### src/rtl/adc_capture_ctrl_pkg.sv
// adc_capture_ctrl_pkg
//   Shared definitions for the ADC capture sequencer: default widths, FSM state
//   encoding, trigger-mode codes and status-word bit positions.
//   No ports (package).
package adc_capture_ctrl_pkg;

    localparam int DEF_PRECISION        = 10;
    localparam int DEF_FIFO_COUNT_WIDTH = 12;
    localparam int DEF_COUNT_WIDTH      = 16;

    typedef enum logic [2:0] {
        ST_IDLE    = 3'd0,
        ST_DELAY   = 3'd1,
        ST_ARMED   = 3'd2,
        ST_CAPTURE = 3'd3,
        ST_DONE    = 3'd4
    } state_t;

    localparam logic [1:0] TRIG_IMM  = 2'd0;
    localparam logic [1:0] TRIG_RISE = 2'd1;
    localparam logic [1:0] TRIG_FALL = 2'd2;

    // status word: {overflow, done, busy, state[2:0], wr_data_count[9:0]}
    localparam int STAT_OVERFLOW_BIT = 15;
    localparam int STAT_DONE_BIT     = 14;
    localparam int STAT_BUSY_BIT     = 13;
    localparam int STAT_STATE_LSB    = 10;
    localparam int STAT_FILL_WIDTH   = 10;

endpackage

### src/rtl/adc_capture_ctrl_if.sv
// adc_capture_ctrl_if
//   Bundles the host control/config inputs, the ADC code input, the FIFO write
//   port and the status readback of the capture sequencer.
//   master : host/ADC/FIFO side (drives start, abort, config, adc_code_in,
//            fifo_full, wr_data_count; observes the rest)
//   slave  : the sequencer (adc_capture_ctrl)
interface adc_capture_ctrl_if
    import adc_capture_ctrl_pkg::*;
#(
    parameter int PRECISION        = DEF_PRECISION,
    parameter int FIFO_COUNT_WIDTH = DEF_FIFO_COUNT_WIDTH,
    parameter int COUNT_WIDTH      = DEF_COUNT_WIDTH
);
    logic                        start;
    logic                        abort;
    logic [1:0]                  trig_mode;
    logic [PRECISION-1:0]        threshold;
    logic [COUNT_WIDTH-1:0]      delay_count;
    logic [COUNT_WIDTH-1:0]      sample_count;
    logic [PRECISION-1:0]        adc_code_in;
    logic                        fifo_full;
    logic [FIFO_COUNT_WIDTH-1:0] wr_data_count;
    logic                        fifo_wr_en;
    logic [PRECISION-1:0]        fifo_din;
    logic                        busy;
    logic                        done;
    logic                        overflow;
    logic [COUNT_WIDTH-1:0]      captured;
    logic [15:0]                 status;

    modport master (
        output start, abort, trig_mode, threshold, delay_count, sample_count,
               adc_code_in, fifo_full, wr_data_count,
        input  fifo_wr_en, fifo_din, busy, done, overflow, captured, status
    );

    modport slave (
        input  start, abort, trig_mode, threshold, delay_count, sample_count,
               adc_code_in, fifo_full, wr_data_count,
        output fifo_wr_en, fifo_din, busy, done, overflow, captured, status
    );

endinterface

### src/rtl/adc_capture_ctrl_trig_detect.sv
// adc_capture_ctrl_trig_detect
//   Holds the previous ADC code and flags a threshold crossing.
//   clk, rst   : adc_clk, async active-high reset
//   en         : detector enabled (sequencer is ARMED)
//   mode       : TRIG_IMM / TRIG_RISE / TRIG_FALL (3 behaves as immediate)
//   threshold  : unsigned trigger level
//   code       : current ADC code
//   trig       : combinational, high for the cycle whose code is the trigger sample
module adc_capture_ctrl_trig_detect
    import adc_capture_ctrl_pkg::*;
#(
    parameter int PRECISION = DEF_PRECISION
) (
    input  logic                 clk,
    input  logic                 rst,
    input  logic                 en,
    input  logic [1:0]           mode,
    input  logic [PRECISION-1:0] threshold,
    input  logic [PRECISION-1:0] code,
    output logic                 trig
);

    logic [PRECISION-1:0] prev_code;
    logic                 hit;

    // Reloaded every cycle, so on the first ARMED cycle prev_code is the code
    // seen just before arming rather than a leftover from an earlier run.
    always_ff @(posedge clk or posedge rst) begin
        if (rst) begin
            prev_code <= '0;
        end else begin
            prev_code <= code;
        end
    end

    always_comb begin
        hit = 1'b1;
        case (mode)
            TRIG_RISE: hit = (prev_code <  threshold) && (code >= threshold);
            TRIG_FALL: hit = (prev_code >= threshold) && (code <  threshold);
            default:   hit = 1'b1;
        endcase
    end

    assign trig = en & hit;

endmodule

### src/rtl/adc_capture_ctrl.sv
// adc_capture_ctrl
//   Capture sequencer between the ADC and the fifo_adc write port.
//   start latches the config and runs IDLE -> DELAY -> ARMED -> CAPTURE -> DONE,
//   writing exactly sample_count consecutive codes (trigger sample first).
//   clk  : adc_clk
//   rst  : async active-high reset
//   bus  : adc_capture_ctrl_if.slave (control, config, ADC code, FIFO port, status)
//
//   state   | meaning
//   IDLE    | waiting for start
//   DELAY   | settle timer running (delay_count cycles)
//   ARMED   | waiting for trigger
//   CAPTURE | fifo_wr_en high, one code per cycle
//   DONE    | run finished (done=1), waiting for start/abort
module adc_capture_ctrl
    import adc_capture_ctrl_pkg::*;
#(
    parameter int PRECISION        = DEF_PRECISION,
    parameter int FIFO_COUNT_WIDTH = DEF_FIFO_COUNT_WIDTH,
    parameter int COUNT_WIDTH      = DEF_COUNT_WIDTH
) (
    input logic               clk,
    input logic               rst,
    adc_capture_ctrl_if.slave bus
);

    localparam logic [COUNT_WIDTH-1:0] CNT_ONE = COUNT_WIDTH'(1);

    state_t                 state_q;
    logic [1:0]             mode_q;
    logic [PRECISION-1:0]   thr_q;
    logic [COUNT_WIDTH-1:0] n_q;
    logic [COUNT_WIDTH-1:0] cnt_q;
    logic [COUNT_WIDTH-1:0] captured_q;
    logic [PRECISION-1:0]   din_q;
    logic                   wr_en_q;
    logic                   busy_q;
    logic                   done_q;
    logic                   overflow_q;
    logic                   trig;
    logic                   unused_fill_msb;

    adc_capture_ctrl_trig_detect #(
        .PRECISION (PRECISION)
    ) u_trig (
        .clk       (clk),
        .rst       (rst),
        .en        (state_q == ST_ARMED),
        .mode      (mode_q),
        .threshold (thr_q),
        .code      (bus.adc_code_in),
        .trig      (trig)
    );

    // cnt_q is shared: settle timer in DELAY, remaining samples in CAPTURE.
    // Both count down to a terminal count of 1, so they never wrap and a
    // full-scale sample_count still completes.
    always_ff @(posedge clk or posedge rst) begin
        if (rst) begin
            state_q    <= ST_IDLE;
            mode_q     <= '0;
            thr_q      <= '0;
            n_q        <= '0;
            cnt_q      <= '0;
            captured_q <= '0;
            din_q      <= '0;
            wr_en_q    <= 1'b0;
            busy_q     <= 1'b0;
            done_q     <= 1'b0;
            overflow_q <= 1'b0;
        end else if (bus.abort) begin
            // The write on the bus this cycle still lands in the FIFO.
            if (wr_en_q && !bus.fifo_full) begin
                captured_q <= captured_q + CNT_ONE;
            end
            state_q <= ST_IDLE;
            wr_en_q <= 1'b0;
            busy_q  <= 1'b0;
            done_q  <= 1'b0;
        end else begin
            case (state_q)
                ST_IDLE, ST_DONE: begin
                    if (bus.start) begin
                        mode_q     <= bus.trig_mode;
                        thr_q      <= bus.threshold;
                        n_q        <= bus.sample_count;
                        captured_q <= '0;
                        overflow_q <= 1'b0;
                        done_q     <= 1'b0;
                        if (bus.sample_count == '0) begin
                            state_q <= ST_DONE;
                            done_q  <= 1'b1;
                            busy_q  <= 1'b0;
                        end else if (bus.delay_count != '0) begin
                            state_q <= ST_DELAY;
                            cnt_q   <= bus.delay_count;
                            busy_q  <= 1'b1;
                        end else begin
                            state_q <= ST_ARMED;
                            busy_q  <= 1'b1;
                        end
                    end
                end
                ST_DELAY: begin
                    if (cnt_q == CNT_ONE) begin
                        state_q <= ST_ARMED;
                    end else begin
                        cnt_q <= cnt_q - CNT_ONE;
                    end
                end
                ST_ARMED: begin
                    if (trig) begin
                        state_q <= ST_CAPTURE;
                        cnt_q   <= n_q;
                        wr_en_q <= 1'b1;
                        din_q   <= bus.adc_code_in;
                    end
                end
                ST_CAPTURE: begin
                    if (bus.fifo_full) begin
                        state_q    <= ST_DONE;
                        overflow_q <= 1'b1;
                        done_q     <= 1'b1;
                        busy_q     <= 1'b0;
                        wr_en_q    <= 1'b0;
                    end else begin
                        captured_q <= captured_q + CNT_ONE;
                        if (cnt_q == CNT_ONE) begin
                            state_q <= ST_DONE;
                            done_q  <= 1'b1;
                            busy_q  <= 1'b0;
                            wr_en_q <= 1'b0;
                        end else begin
                            cnt_q <= cnt_q - CNT_ONE;
                            din_q <= bus.adc_code_in;
                        end
                    end
                end
                default: begin
                    state_q <= ST_IDLE;
                    busy_q  <= 1'b0;
                    wr_en_q <= 1'b0;
                end
            endcase
        end
    end

    assign bus.fifo_wr_en = wr_en_q;
    assign bus.fifo_din   = din_q;
    assign bus.busy       = busy_q;
    assign bus.done       = done_q;
    assign bus.overflow   = overflow_q;
    assign bus.captured   = captured_q;

    // Only the low 10 bits of the FIFO fill fit in the status word.
    assign unused_fill_msb = ^bus.wr_data_count[FIFO_COUNT_WIDTH-1:STAT_FILL_WIDTH];
    assign bus.status = {overflow_q, done_q, busy_q, state_q,
                         bus.wr_data_count[STAT_FILL_WIDTH-1:0]};

endmodule

### src/flat_wrapper.sv
// flat-port wrapper written by rule: the top's interface ports become plain ports
module adc_capture_ctrl_flat import adc_capture_ctrl_pkg::*;
#(
    parameter int PRECISION        = DEF_PRECISION,
    parameter int FIFO_COUNT_WIDTH = DEF_FIFO_COUNT_WIDTH,
    parameter int COUNT_WIDTH      = DEF_COUNT_WIDTH
)
  (clk, rst, bus_start, bus_abort, bus_trig_mode, bus_threshold, bus_delay_count, bus_sample_count, bus_adc_code_in, bus_fifo_full, bus_wr_data_count, bus_fifo_wr_en, bus_fifo_din, bus_busy, bus_done, bus_overflow, bus_captured, bus_status);
  adc_capture_ctrl_if #(.PRECISION(PRECISION), .FIFO_COUNT_WIDTH(FIFO_COUNT_WIDTH), .COUNT_WIDTH(COUNT_WIDTH)) bus_i ();
  input logic clk;
  input logic rst;
  input wire logic [$bits(bus_i.start)-1:0] bus_start;
  input wire logic [$bits(bus_i.abort)-1:0] bus_abort;
  input wire logic [$bits(bus_i.trig_mode)-1:0] bus_trig_mode;
  input wire logic [$bits(bus_i.threshold)-1:0] bus_threshold;
  input wire logic [$bits(bus_i.delay_count)-1:0] bus_delay_count;
  input wire logic [$bits(bus_i.sample_count)-1:0] bus_sample_count;
  input wire logic [$bits(bus_i.adc_code_in)-1:0] bus_adc_code_in;
  input wire logic [$bits(bus_i.fifo_full)-1:0] bus_fifo_full;
  input wire logic [$bits(bus_i.wr_data_count)-1:0] bus_wr_data_count;
  output wire logic [$bits(bus_i.fifo_wr_en)-1:0] bus_fifo_wr_en;
  output wire logic [$bits(bus_i.fifo_din)-1:0] bus_fifo_din;
  output wire logic [$bits(bus_i.busy)-1:0] bus_busy;
  output wire logic [$bits(bus_i.done)-1:0] bus_done;
  output wire logic [$bits(bus_i.overflow)-1:0] bus_overflow;
  output wire logic [$bits(bus_i.captured)-1:0] bus_captured;
  output wire logic [$bits(bus_i.status)-1:0] bus_status;
  assign bus_i.start = bus_start;
  assign bus_i.abort = bus_abort;
  assign bus_i.trig_mode = bus_trig_mode;
  assign bus_i.threshold = bus_threshold;
  assign bus_i.delay_count = bus_delay_count;
  assign bus_i.sample_count = bus_sample_count;
  assign bus_i.adc_code_in = bus_adc_code_in;
  assign bus_i.fifo_full = bus_fifo_full;
  assign bus_i.wr_data_count = bus_wr_data_count;
  assign bus_fifo_wr_en = bus_i.fifo_wr_en;
  assign bus_fifo_din = bus_i.fifo_din;
  assign bus_busy = bus_i.busy;
  assign bus_done = bus_i.done;
  assign bus_overflow = bus_i.overflow;
  assign bus_captured = bus_i.captured;
  assign bus_status = bus_i.status;
  adc_capture_ctrl #(.PRECISION(PRECISION), .FIFO_COUNT_WIDTH(FIFO_COUNT_WIDTH), .COUNT_WIDTH(COUNT_WIDTH)) u_core (.clk(clk), .rst(rst), .bus(bus_i));
endmodule
### config.mk
export PLATFORM = sky130hd
export DESIGN_NAME = adc_capture_ctrl_flat
export DESIGN_NICKNAME = d
export VERILOG_FILES = /design/src/rtl/adc_capture_ctrl_pkg.sv /design/src/rtl/adc_capture_ctrl_if.sv /design/src/rtl/adc_capture_ctrl_trig_detect.sv /design/src/rtl/adc_capture_ctrl.sv /design/src/flat_wrapper.sv
export SDC_FILE = /design/constraint.sdc
export NUM_CORES = 1
export LEC_CHECK = 0
export BUFFER_PORTS_ARGS = -buffer_cell sky130_fd_sc_hd__buf_2
export CORE_MARGIN = 3
export CORE_UTILIZATION = 56
export CTS_BUF_LIST = sky130_fd_sc_hd__clkbuf_4 sky130_fd_sc_hd__clkbuf_8
export CTS_CLUSTER_SIZE = 16
export DETAILED_ROUTE_END_ITERATION = 7
export PLACE_DENSITY = 0.89
export SYNTH_ARGS = -nofsm -noshare
export SYNTH_HDL_FRONTEND = slang
export SYNTH_SLANG_ARGS = --single-unit
### constraint.sdc
create_clock -name clk -period 2.7 [get_ports clk]
set_input_delay 0.135 -clock clk [delete_from_list [all_inputs] [get_ports clk]]
set_output_delay 0.135 -clock clk [all_outputs]
set_load 0.005 [all_outputs]
==> key figures <==
Die
  • Initial Util: 0.5878
  • Total I/O pin count: 117
  • DIE WIDTH: 99.80 µm
  • # rows: 33
  • Die Y: 99.80 µm
  • Core area: 8382 µm²
  • Die area: 9960 µm²

Power
  • PwrDens: 994.8 nW/µm²
  • Leak: 0.002871 µW
  • Maximum vdd drop: 0.6418 mV

Timing
  • Hold Fails Final Rpt: 0
  • Fin. max-slew vios: 0
  • Least-Margin Pin Slew: 0.8563 ns
  • Final setup margin: -0.05379 ns
  • Rel. slew slack: 0.4238
  • Fin crit period: 2.754 ns
  • Setup Skew: 0.01449 ns
  • RSZ-0062 raised after global routing: true
  • Max Fclk: 0.3631 GHz
  • Crit share post-route: 1.020
  • Final setup violation count: 11

CTS
  • Clock Tree Root: clkbuf_8
  • CTS tree: built
  • Clk Latency, worst-skew pair: 0.36 ns
  • Clk sink count: 87
  • Clock buffer depth: 2
  • H-tree lvl count: 3
  • Worst-path clk slew: 0.10 ns
  • TritonCTS Buffers: 9

GRT
  • Met3 track demand over resource: 0.04726
  • Number of antenna violations at the first check in global routing: 1
  • Vias in the first global route: 4,732
  • Largest net degree at the start of global routing: 55
  • M2 GR Usage: 0.4813
  • All-Layer GR Usage: 0.2974
  • Met1 usage: 0.4099
  • First-pass GRT wire length: 23.71 mm
  • Total gr overflow: 0
  • Busiest grt layer: met2

Yosys
  • Commonest cells post-synth: dfrtp_1, nand2_1, inv_1
  • Register area share after synthesis: 0.4418
  • Largest area contributor in the netlist: dfrtp_1
  • Mapped Nets: 624
  • YS warnings: 0
  • Yosys reg bits: 87
  • Post-synth top flop: dfrtp_1
  • Post-synth ARST share: 1.000
  • Number of synthesized flops with an enable pin: 0
  • Yosys top cell area share: 0.4418
  • Synth Cell Area: 4927 µm²
  • Syn avg cell area: 9.332 µm²
  • Yosys cell types: 64
  • Post-Syn Instances: 528
  • Largest cells by area after synthesis: dfrtp_1, nand2_1, ha_1

Drt
  • Avg WL per Cell: 20.55 µm
  • Via-to-Cell Ratio: 6.418
  • Post-DRT Antenna Nets: 0
  • TritonRoute pass-1 iters: 5
  • Wire length after detailed routing: 15.64 mm
  • DRC: 0
  • Vias after detailed routing: 4,884
  • Starting DRT DRC Count: 562

Worst setup path
  • Critical path peak fanout: 8
  • Critical path required time: 2.95 ns
  • Crit path kind: reg2reg
  • CP endpoint kind: flop
  • Crit path cell chain: inv_2 -> ha_1 -> nand4_1 -> a211oi_2 -> a2111oi_2 -> buf_4 -> a311o_1 -> a31oi_2 -> o211ai_4 -> buf_12 -> mux2_2
  • Startpoint Class: flop
  • Slowest CP cell: a2111oi_2
  • Worst path max stage delay: 0.38 ns
  • CP Data Arrival Time: 3.00 ns

Run status
  • Failing checks: negative setup slack
  • Status: finished, violations left

Final layout
  • Layout cells sized above 1: 0.2641
  • Fin util: 0.7280
  • Final non-filler cell total: 761
  • Fin nets: 747
  • P&R area growth vs syn: 23.84%
  • Post-route cell area: 6102 µm²

Flow run
  • Number of max-cap violations: 0

Placement
  • # port buffers: 94
  • DP HPWL: 9.740 mm
  • Placed instance count: 709
  • Final GP Congestion: 0.9721
  • Placed cell areas: 5460 µm²

Worst hold path
  • Hold crit path type: in2reg
==> layout make-up <==
cell class	instances	area (µm²)
well taps	105	131.4
repair buffers	147	975.9
multi-input cells	373	2487
clock inverters	5	65.06
flip-flops and latches	87	2177
inverters	33	125.1
fillers	551	2280
diodes	1	2.502
clock buffers	10	137.6
==> final timing paths <==
kind	start	end	slack, ns	cells after the start
min in group asynchronous	rst	u_core.bus.fifo_din[8]	0.46	3
worst max-delay path	u_core.thr_q[7]	u_core.bus.fifo_din[4]	-0.05	11
worst max register to register	u_core.thr_q[7]	u_core.bus.fifo_din[4]	-0.05	11
worst min-delay path	bus_sample_count[10]	u_core.n_q[10]	0.02	3
worst min register to register	u_core.n_q[3]	u_core.n_q[3]	0.50	2
max in group asynchronous	rst	u_core.bus.overflow	1.53	4
==> cells in the final DEF, fill, tap and decap left out, types with 3 or more instances in the layout <==
master         synthesis  routed
a21oi_1               29      28
a221o_1                4       4
a22oi_1                8       8
a31oi_1                6       5
a32o_1                11      11
buf_2                  1      94
buf_4                 15      18
clkbuf_8               2      10
dfrtp_1               87      87
dlygate4sd3_1          0      33
ha_1                  25      22
ha_4                   0       3
inv_1                 32      25
inv_2                  0       6
mux2_2                11      11
nand2_1               87      87
nand2b_1               4       4
nand3_1                8       8
nand4_1               12      12
nor2_1                31      31
nor3_1                15      15
nor4_1                11      11
o211ai_1               3       3
o21ai_0               30      30
o221ai_1               3       3
o22a_1                 4       4
o22ai_1                5       5
o31ai_1                3       3
or3_1                  7       7
xor2_1                 8       8
==> where the power goes <==
| group | leakage, µW | total (µW) | internal (µW) | switching [µW] |
|---|---|---|---|---|
| sequential | 0.00110 | 2170 | 1750 | 423 |
| combinational | 0.00168 | 2910 | 1250 | 1660 |
| clock | 0.0000969 | 992 | 459 | 533 |
==> through the flow <==
stage	hold WS, ns	power, µW	worst slack [ns]	setup TNS, ns
after CTS	0.003540	5721	0.008972	0
after detailed placement	0.2700	4709	-0.03356	-0.2501
after global routing	0.02751	6417	-0.1099	-1.648
after global placement	0.2700	4576	0.08158	0
final	0.02210	6070	-0.05379	-0.3561
after floorplan	0.1664	3858	0.2857	0
==> per-layer routing <==
layer  vias to the layer above  share of wire  wire (µm)
met5                         -              0          0
met4                         0          0.043        675
met3                        69           0.11       1644
met2                       358           0.47       7365
met1                      2320           0.38       5950
li1                       2137              -          -
==> worst max-delay path: cells and delay by family, from the launching register on <==
family / cells / cell delay (ns)
AOI/OAI and AO/OA: 5 / 1.02
adders and majority gates: 1 / 0.31
muxes: 1 / 0.35
DFF: 1 / 0.37
buffers and inverters: 3 / 0.41
and+or+nand+nor: 1 / 0.18
==> registers in the layout, indices dropped and copies added, names as in the netlist <==
signal and flops:
u_core.bus.captured 16, u_core.cnt_q 16, u_core.n_q 16, u_core.bus.fifo_din 10
u_core.thr_q 10, u_core.u_trig.prev_code 10, u_core.state_q 3, u_core.mode_q 2
u_core.bus.busy 1, u_core.bus.done 1, u_core.bus.fifo_wr_en 1, u_core.bus.overflow 1
==> logic make-up after synthesis <==
kind of cell,Yosys count,synth area share
AND/OR/NAND/NOR,194,0.1927
AO/OA/AOI/OAI,131,0.1872
flip-flops,87,0.4418
buffers and inverters,68,0.06780
adder cells (fa/ha/maj),25,0.06348
multiplexers,13,0.02920
XOR/XNOR,10,0.01778
==> timing repair <==
| action | 4_1_cts | 5_1_grt |
|---|---|---|
| resized for setup | 0 | 16 |
| hold buffers | 33 | 0 |
| setup endpoints to repair | 10 | 25 |
| hold endpoints to repair | 79 | 0 |
| gates cloned | 0 | 0 |
| pin swaps | 1 | 5 |
| setup buffers | 2 | 1 |
No activity file was read; power rests on OpenSTA's default activity.
